$ cat config.mk
export PLATFORM = sky130hd
export DESIGN_NAME = fifo_to_mem_mq
export DESIGN_NICKNAME = d
export VERILOG_FILES = /design/src/rtl/fifo_to_mem_mq.sv
export SDC_FILE = /design/constraint.sdc
export NUM_CORES = 2
export LEC_CHECK = 0
export ABC_AREA = 1
export ABC_CLOCK_PERIOD_IN_PS = 66700
export BUFFER_PORTS_ARGS = -buffer_cell sky130_fd_sc_hd__clkbuf_2
export CORE_MARGIN = 10
export CORE_UTILIZATION = 61
export DETAILED_ROUTE_END_ITERATION = 10
export PLACE_DENSITY_LB_ADDON = 0.3
export SYNTH_ARGS = -nofsm -noshare
export SYNTH_HDL_FRONTEND = slang
export SYNTH_SLANG_ARGS = --single-unit
$ cat constraint.sdc
create_clock -name clk -period 66.7 [get_ports clk]
set_input_delay 0 -clock clk [delete_from_list [all_inputs] [get_ports clk]]
set_output_delay 0 -clock clk [all_outputs]
set_load 0.1 [all_outputs]
$ cat src/rtl/fifo_to_mem_mq.sv
// Multi-queue packet writer: drains a tagged FWFT FIFO into per-queue circular
// SRAM regions as two-beat QDR bursts, dropping packets for disabled/full queues.
module fifo_to_mem_mq #(
  parameter int NUM_QUEUES      = 4,
  parameter int QID_WIDTH       = $clog2(NUM_QUEUES),
  parameter int FIFO_DATA_WIDTH = 144,
  parameter int MEM_ADDR_WIDTH  = 19,
  parameter int QADDR_WIDTH     = MEM_ADDR_WIDTH - QID_WIDTH,
  parameter int HEADROOM        = 64,
  parameter int TAIL_DELAY      = 15,
  parameter int CNT_WIDTH       = 32
) (
  input  logic                              clk,
  input  logic                              rst,
  output logic                              fifo_rd_en,
  input  logic [FIFO_DATA_WIDTH-1:0]        fifo_data,
  input  logic [QID_WIDTH-1:0]              fifo_qid,
  input  logic                              fifo_eop,
  input  logic                              fifo_empty,
  output logic                              mem_ad_w_n,
  input  logic                              mem_wr_full,
  output logic [MEM_ADDR_WIDTH-1:0]         mem_ad_wr,
  output logic                              mem_d_w_n,
  output logic [FIFO_DATA_WIDTH/36-1:0]     mem_bwh_n,
  output logic [FIFO_DATA_WIDTH/36-1:0]     mem_bwl_n,
  output logic [FIFO_DATA_WIDTH/2-1:0]      mem_dwh,
  output logic [FIFO_DATA_WIDTH/2-1:0]      mem_dwl,
  input  logic [NUM_QUEUES*QADDR_WIDTH-1:0] q_addr_head,
  output logic [NUM_QUEUES*QADDR_WIDTH-1:0] q_addr_tail,
  input  logic [NUM_QUEUES-1:0]             q_en,
  output logic [NUM_QUEUES*CNT_WIDTH-1:0]   q_drop_cnt,
  output logic [CNT_WIDTH-1:0]              underrun_cnt,
  input  logic                              cal_done
);

  typedef enum logic [1:0] {IDLE, BEAT0, BEAT1, DROP} state_t;

  // Occupancy at or above this level (modulo region size) means "no headroom".
  localparam logic [QADDR_WIDTH-1:0] FULL_LEVEL = QADDR_WIDTH'(-HEADROOM);

  state_t                      state;
  logic [QID_WIDTH-1:0]        cur_q;
  logic                        pad;
  logic [QADDR_WIDTH-1:0]      tail     [NUM_QUEUES];
  logic [QADDR_WIDTH-1:0]      head     [NUM_QUEUES];
  logic [CNT_WIDTH-1:0]        drop_cnt [NUM_QUEUES];
  logic [NUM_QUEUES*QADDR_WIDTH-1:0] tail_flat;
  logic [QADDR_WIDTH-1:0]      used;
  logic                        q_full;

  assign mem_bwh_n = '0;
  assign mem_bwl_n = '0;

  for (genvar i = 0; i < NUM_QUEUES; i++) begin : g_pack
    assign head[i] = q_addr_head[i*QADDR_WIDTH +: QADDR_WIDTH];
    assign tail_flat[i*QADDR_WIDTH +: QADDR_WIDTH] = tail[i];
    assign q_drop_cnt[i*CNT_WIDTH +: CNT_WIDTH] = drop_cnt[i];
  end

  always_comb begin
    used   = tail[fifo_qid] - head[fifo_qid];
    q_full = (used >= FULL_LEVEL);
  end

  always_comb begin
    fifo_rd_en = 1'b0;
    unique case (state)
      BEAT0:   fifo_rd_en = !fifo_empty && !mem_wr_full && cal_done;
      BEAT1:   fifo_rd_en = !pad && !fifo_empty;
      DROP:    fifo_rd_en = !fifo_empty;
      default: fifo_rd_en = 1'b0;
    endcase
  end

  // BEAT1 always completes the burst; a missing word becomes a zero pad beat.
  always_ff @(posedge clk or posedge rst) begin
    if (rst) begin
      state        <= IDLE;
      cur_q        <= '0;
      pad          <= 1'b0;
      mem_ad_w_n   <= 1'b1;
      mem_d_w_n    <= 1'b1;
      mem_ad_wr    <= '0;
      mem_dwh      <= '0;
      mem_dwl      <= '0;
      underrun_cnt <= '0;
      for (int i = 0; i < NUM_QUEUES; i++) begin
        tail[i]     <= '0;
        drop_cnt[i] <= '0;
      end
    end else begin
      mem_ad_w_n <= 1'b1;
      mem_d_w_n  <= 1'b1;
      unique case (state)
        IDLE: begin
          if (!fifo_empty) begin
            cur_q <= fifo_qid;
            state <= (!q_en[fifo_qid] || q_full) ? DROP : BEAT0;
          end
        end
        BEAT0: begin
          if (fifo_rd_en) begin
            mem_ad_w_n           <= 1'b0;
            mem_d_w_n            <= 1'b0;
            mem_ad_wr            <= {cur_q, tail[cur_q]};
            {mem_dwh, mem_dwl}   <= fifo_data;
            pad                  <= fifo_eop;
            state                <= BEAT1;
          end
        end
        BEAT1: begin
          mem_d_w_n   <= 1'b0;
          tail[cur_q] <= tail[cur_q] + 1'b1;
          if (fifo_rd_en) begin
            {mem_dwh, mem_dwl} <= fifo_data;
            state              <= fifo_eop ? IDLE : BEAT0;
          end else begin
            {mem_dwh, mem_dwl} <= '0;
            if (!pad && underrun_cnt != '1)
              underrun_cnt <= underrun_cnt + 1'b1;
            state <= pad ? IDLE : BEAT0;
          end
        end
        DROP: begin
          if (!fifo_empty && fifo_eop) begin
            if (drop_cnt[cur_q] != '1)
              drop_cnt[cur_q] <= drop_cnt[cur_q] + 1'b1;
            state <= IDLE;
          end
        end
        default: state <= IDLE;
      endcase
    end
  end

  if (TAIL_DELAY == 0) begin : g_no_delay
    assign q_addr_tail = tail_flat;
  end else begin : g_delay
    logic [NUM_QUEUES*QADDR_WIDTH-1:0] dly [TAIL_DELAY];
    always_ff @(posedge clk or posedge rst) begin
      if (rst) begin
        for (int i = 0; i < TAIL_DELAY; i++) dly[i] <= '0;
      end else begin
        dly[0] <= tail_flat;
        for (int i = 1; i < TAIL_DELAY; i++) dly[i] <= dly[i-1];
      end
    end
    assign q_addr_tail = dly[TAIL_DELAY-1];
  end

endmodule
==> impl_metrics.py, run 1 <==
metrics = {
    "place": {
        "port_buffers": 617,
        "placedCellCount": 5340,
        "dp_hpwl_um": 91200,
        "place.gp.congestion": 0.975,
    },
    "clock_tree": {
        "htree_levels": 4,
        "cts-resized-gates": 0,
        "post_cts_buffers": 0,
        "clockBufferDepth": 3,
        "numCtsBuffers": 136,
        "clock-sinks": 1418,
        "holdBufCountCts": 153,
        "cts_root_buf": "clkbuf_16",
    },
    "status": {
        "stop_error": "[ERROR GRT-0116] Global routing finished with congestion. Check the congestion regions in the DRC Viewer.",
        "failed_stage": "global routing",
        "outcome": "stopped before the end",
    },
    "synthesis": {
        "syn_avg_cell_area_um2": 11.9,
        "yosys-top-cells-area": "dfrtp_1 76%, nand2_1 11%, nand3_1 2.2%",
        "yosysUniqueCellTypes": 49,
        "netlist_area_um2": 46600,
        "ys_seq_elements": 1418,
        "synthCells": 3909,
        "ys_seq_area_share_pct": 76.1,
        "synthDominantCellAreaShare_pct": 76.0,
        "synth_top_area_cell": "dfrtp_1",
        "yosysWarningCount": 0,
    },
    "global_route": {
        "grt_pass1_wl_um": 264000,
        "grt_pass1_vias": 38000,
        "grt_max_degree": 139,
        "track_usage_pct": 42.4,
        "overflow": 6,
    },
    "floorplan": {
        "dieWidth_um": 297,
        "rows": 101,
        "initial_core_util_pct": 61.5,
        "die_h_um": 297,
        "pin_count": 626,
    },
}
-- metal layers --
metal  overflow  global-route usage [%]
met3          1                    24.3
met4          4                    26.8
met5          0                    10.7
met1          0                    47.2
met2          1                    61.3
-- cell usage after synthesis, drive strengths merged --
cell,n
a211oi,1
a21oi,49
a221oi,1
a22oi,2
a2bb2oi,1
a31oi,1
a32o,14
a32oi,2
a41oi,1
and2,3
buf,132
clkbuf,77
clkinv,3
conb,1
dfrtp,1416
dfstp,2
fa,1
ha,19
inv,162
nand2,1325
nand3,210
nand3b,17
nand4,49
nor2,188
nor3,29
nor3b,2
nor4,10
o2111ai,1
o211a,1
o211ai,1
o21a,1
o21ai,119
o21bai,1
o22ai,12
or2,1
or3,1
xnor2,16
xor2,37
-- cell families after synthesis --
group | count (synthesis) | share of synthesized area (%)
AO/OA/AOI/OAI | 208 | 2.52
flip-flops | 1418 | 76.1
other | 1 | 0.00804
AND/OR/NAND/NOR | 1835 | 16.1
adder cells (fa/ha/maj) | 20 | 0.553
XOR/XNOR | 53 | 0.995
buffers and inverters | 374 | 3.78
-- stage by stage --
| step | setup slack, ps | instance area [um2] |
|---|---|---|
| after floorplan | 26720 | 46700 |
| after detailed placement | 61290 | 50200 |
| after global placement | 61490 | 50200 |
| after CTS | 61330 | 56300 |
==> inputs of run 2 (changes only) <==
- CORE_UTILIZATION: 61 -> 40
- PLACE_DENSITY_LB_ADDON: 0.3 -> 0.15
==> run 2 against run 1 <==
Compared with the run above:
- the flow now finishes without violations
- synthesized cell count unchanged
- area after synthesis unchanged
==> impl_metrics.py, run 2 <==
metrics = {
    "routing": {
        "num_vias": 29600,
        "firstDrtPassIters": 7,
        "ant_nets": 0,
        "drt_iter0_markers": 2495,
        "routed_via_density": 4.67,
        "drc": 0,
        "wl_per_cell_um": 18.7,
        "finalWirelength_um": 119000,
    },
    "synthesis": {
        "syn_avg_cell_area_um2": 11.9,
        "ys_seq_elements": 1418,
        "async_reset_ff_share_pct": 100,
        "synthTopCellsByCount": "1416 x dfrtp_1, 1324 x nand2_1, 208 x nand3_1",
        "yosysUniqueCellTypes": 49,
        "synthDominantCellAreaShare_pct": 76.0,
        "ys_seq_area_share_pct": 76.1,
        "synth_most_common_cell": "dfrtp_1",
        "netlist_area_um2": 46600,
        "synthCells": 3909,
        "yosys-top-cells-area": "dfrtp_1 76%, nand2_1 11%, nand3_1 2.2%",
        "synth_edf_count": 0,
        "ys.flop_type": "dfrtp_1",
        "yosysWarningCount": 0,
        "synth_top_area_cell": "dfrtp_1",
    },
    "floorplan": {
        "dieWidth_um": 361,
        "initial_core_util_pct": 40.2,
        "rows": 125,
        "coreArea_um2": 116000,
        "die_h_um": 361,
        "pin_count": 626,
        "dieArea_um2": 131000,
    },
    "clock_tree": {
        "clock-sinks": 1418,
        "htree_levels": 4,
        "cts_root_buf": "clkbuf_16",
        "cts-resized-gates": 0,
        "path_clk_slew_ps": 60,
        "numCtsBuffers": 146,
        "clockBufferDepth": 3,
        "clk_latency_ps": 740,
        "post_cts_buffers": 0,
        "cts_tree": "done",
    },
    "timing": {
        "max_freq_ghz": 0.184,
        "relSlewSlack_pct": 27.3,
        "slew_violations": 0,
        "final-hold-violation-count": 0,
        "finalSetupViolCount": 0,
        "period_needed_ps": 5430,
        "tightestPinTransition_ps": 1090,
        "rsz0062_at_grt": "no",
        "setup-tns-final_ps": 0,
        "fin_crit_sh_pct": 8.14,
        "fin_skew_ps": 28.9,
    },
    "finish": {
        "final_cell_area_um2": 57900,
        "nets": 4948,
        "regMostFlops": "g_delay.dly",
        "largest_reg_flops": 952,
        "instances_no_fill": 6340,
        "final_cell_mix": "1416 x dfrtp_1, 1324 x nand2_1, 617 x clkbuf_2",
        "post_route_cells_drive_above_1_share_pct": 19.1,
        "mostFrequentLayoutCell": "dfrtp_1",
        "area_delta_synth_final_pct": 24.1,
    },
    "global_route": {
        "overflow": 0,
        "grt_pass1_wl_um": 182000,
        "grt_antenna_before_repair": 3,
        "track_usage_pct": 17.9,
        "grt_pass1_vias": 29900,
        "grt_max_degree": 173,
    },
    "worst_hold_path": {
        "hp-class": "input pin to flip-flop",
    },
    "place": {
        "dpl-instance-area_um2": 50900,
        "dp_hpwl_um": 78500,
        "placedCellCount": 5886,
        "place.gp.congestion": 0.888,
        "port_buffers": 617,
    },
    "status": {
        "outcome": "finished, final reports clean",
    },
    "critical_path": {
        "crit_chain": "dlygate4sd3_1, clkbuf_2, dlygate4sd3_1, inv_8, buf_4, buf_4, buf_4, buf_12, buf_4",
        "cp_max_fo": 169,
        "crit_top_cell": "buf_4",
        "crit_path_start_kind": "input pin",
        "crit_path_top_delay_cell": "buf_4",
        "cp_top_family": "buffers and inverters",
        "critPathCaptureType": "asynchronous set/reset pin",
        "cp.required_ps": 67390,
        "crit_type": "input pin to asynchronous set/reset pin",
        "cp.arrival_ps": 6120,
        "cp_num_buf_inv": 9,
        "cp_slowest_stage_delay_ps": 930,
    },
    "pwr": {
        "worst_ir_drop_vdd_mv": 0.0319,
        "power_density_nw_per_um2": 43.6,
        "p_leak_nw": 31.0,
    },
    "job": {
        "max_cap_violations": 0,
    },
}
## run 2: cell counts after synthesis
No cell type changed its count.
## run 2: metal layers
metal / global-route usage, % / share of wire (%) / vias to the layer above
met2: 27.8 / 47 / 945
li1: - / - / 13800
met3: 5.07 / 7.2 / 214
met5: 0 / 0.019 / -
met4: 6.67 / 3.3 / 4
met1: 24.0 / 43 / 14600
## run 2: final cells by class
class	count	area, um2
antenna	1	2.50
clock buffer	215	4330
clock inverter	44	736
fill	10300	58200
inverter	165	629
multi-input combinational	2124	9460
sequential	1418	35500
tap	1524	1910
timing repair buffer	849	5340
## run 2: what timing repair did
item                                    CTS  global route
endpoints found under the hold margin   268             0
hold buffers                            194             0
endpoints found under the setup margin    0             0
## run 2: cells by family (layout without fill, tap and decap cells)
kind of cell / Yosys count / after routing / synth area share [%]
buf+inv: 374 / 1273 / 3.78
fa+ha+maj: 20 / 20 / 0.553
xor+xnor: 53 / 53 / 0.995
other cells: 1 / 9 / 0.00804
flops: 1418 / 1418 / 76.1
compound gates: 208 / 208 / 2.52
simple gates: 1835 / 1835 / 16.1
## run 2: per-stage QoR
stage | setup slack (ps) | hold slack (ps) | power (mW) | utilization [%]
final | 61270 | 55.0 | 2.52 | 49.9
after global routing | 60240 | 26.9 | 2.63 | 49.9
after CTS | 61020 | 0.891 | 2.55 | 49.9
after detailed placement | 61310 | 229 | 1.70 | 43.8
after global placement | 61330 | 225 | 1.69 | 43.8
after floorplan | 26720 | 141 | 1.55 | -
## run 2: path summary, 6_finish.rpt
path | from | endpoint | slack (ps) | cells past startpoint
max | rst | g_delay.dly[280]$_DFF_PP0_ | 61270 | 9
min | fifo_data[7] | mem_dwl[7]$_DFFE_PP0P_ | 50 | 4
max reg2reg | state[0]$_DFFE_PP0P_ | underrun_cnt[28]$_DFFE_PP0P_ | 62250 | 11
min reg2reg | g_delay.dly[902]$_DFF_PP0_ | g_delay.dly[834]$_DFF_PP0_ | 330 | 0
max in group clk | state[0]$_DFFE_PP0P_ | fifo_rd_en | 61980 | 7
min in group asynchronous | rst | mem_dwl[45]$_DFFE_PP0P_ | 590 | 4
## run 2: power by group
group,total [mW],internal [mW],switching [mW]
sequential,1.01,0.958,0.0489
clock,0.834,0.500,0.333
combinational,0.682,0.0917,0.590
total,2.52,1.55,0.973
## run 2: worst min-delay path, cell delays in order
cell and delay (ps):
dlygate4sd3_1 520, clkbuf_2 100, nand3_1 80, nand2_1 60
Note: power is estimated with default switching activity, not from simulation.
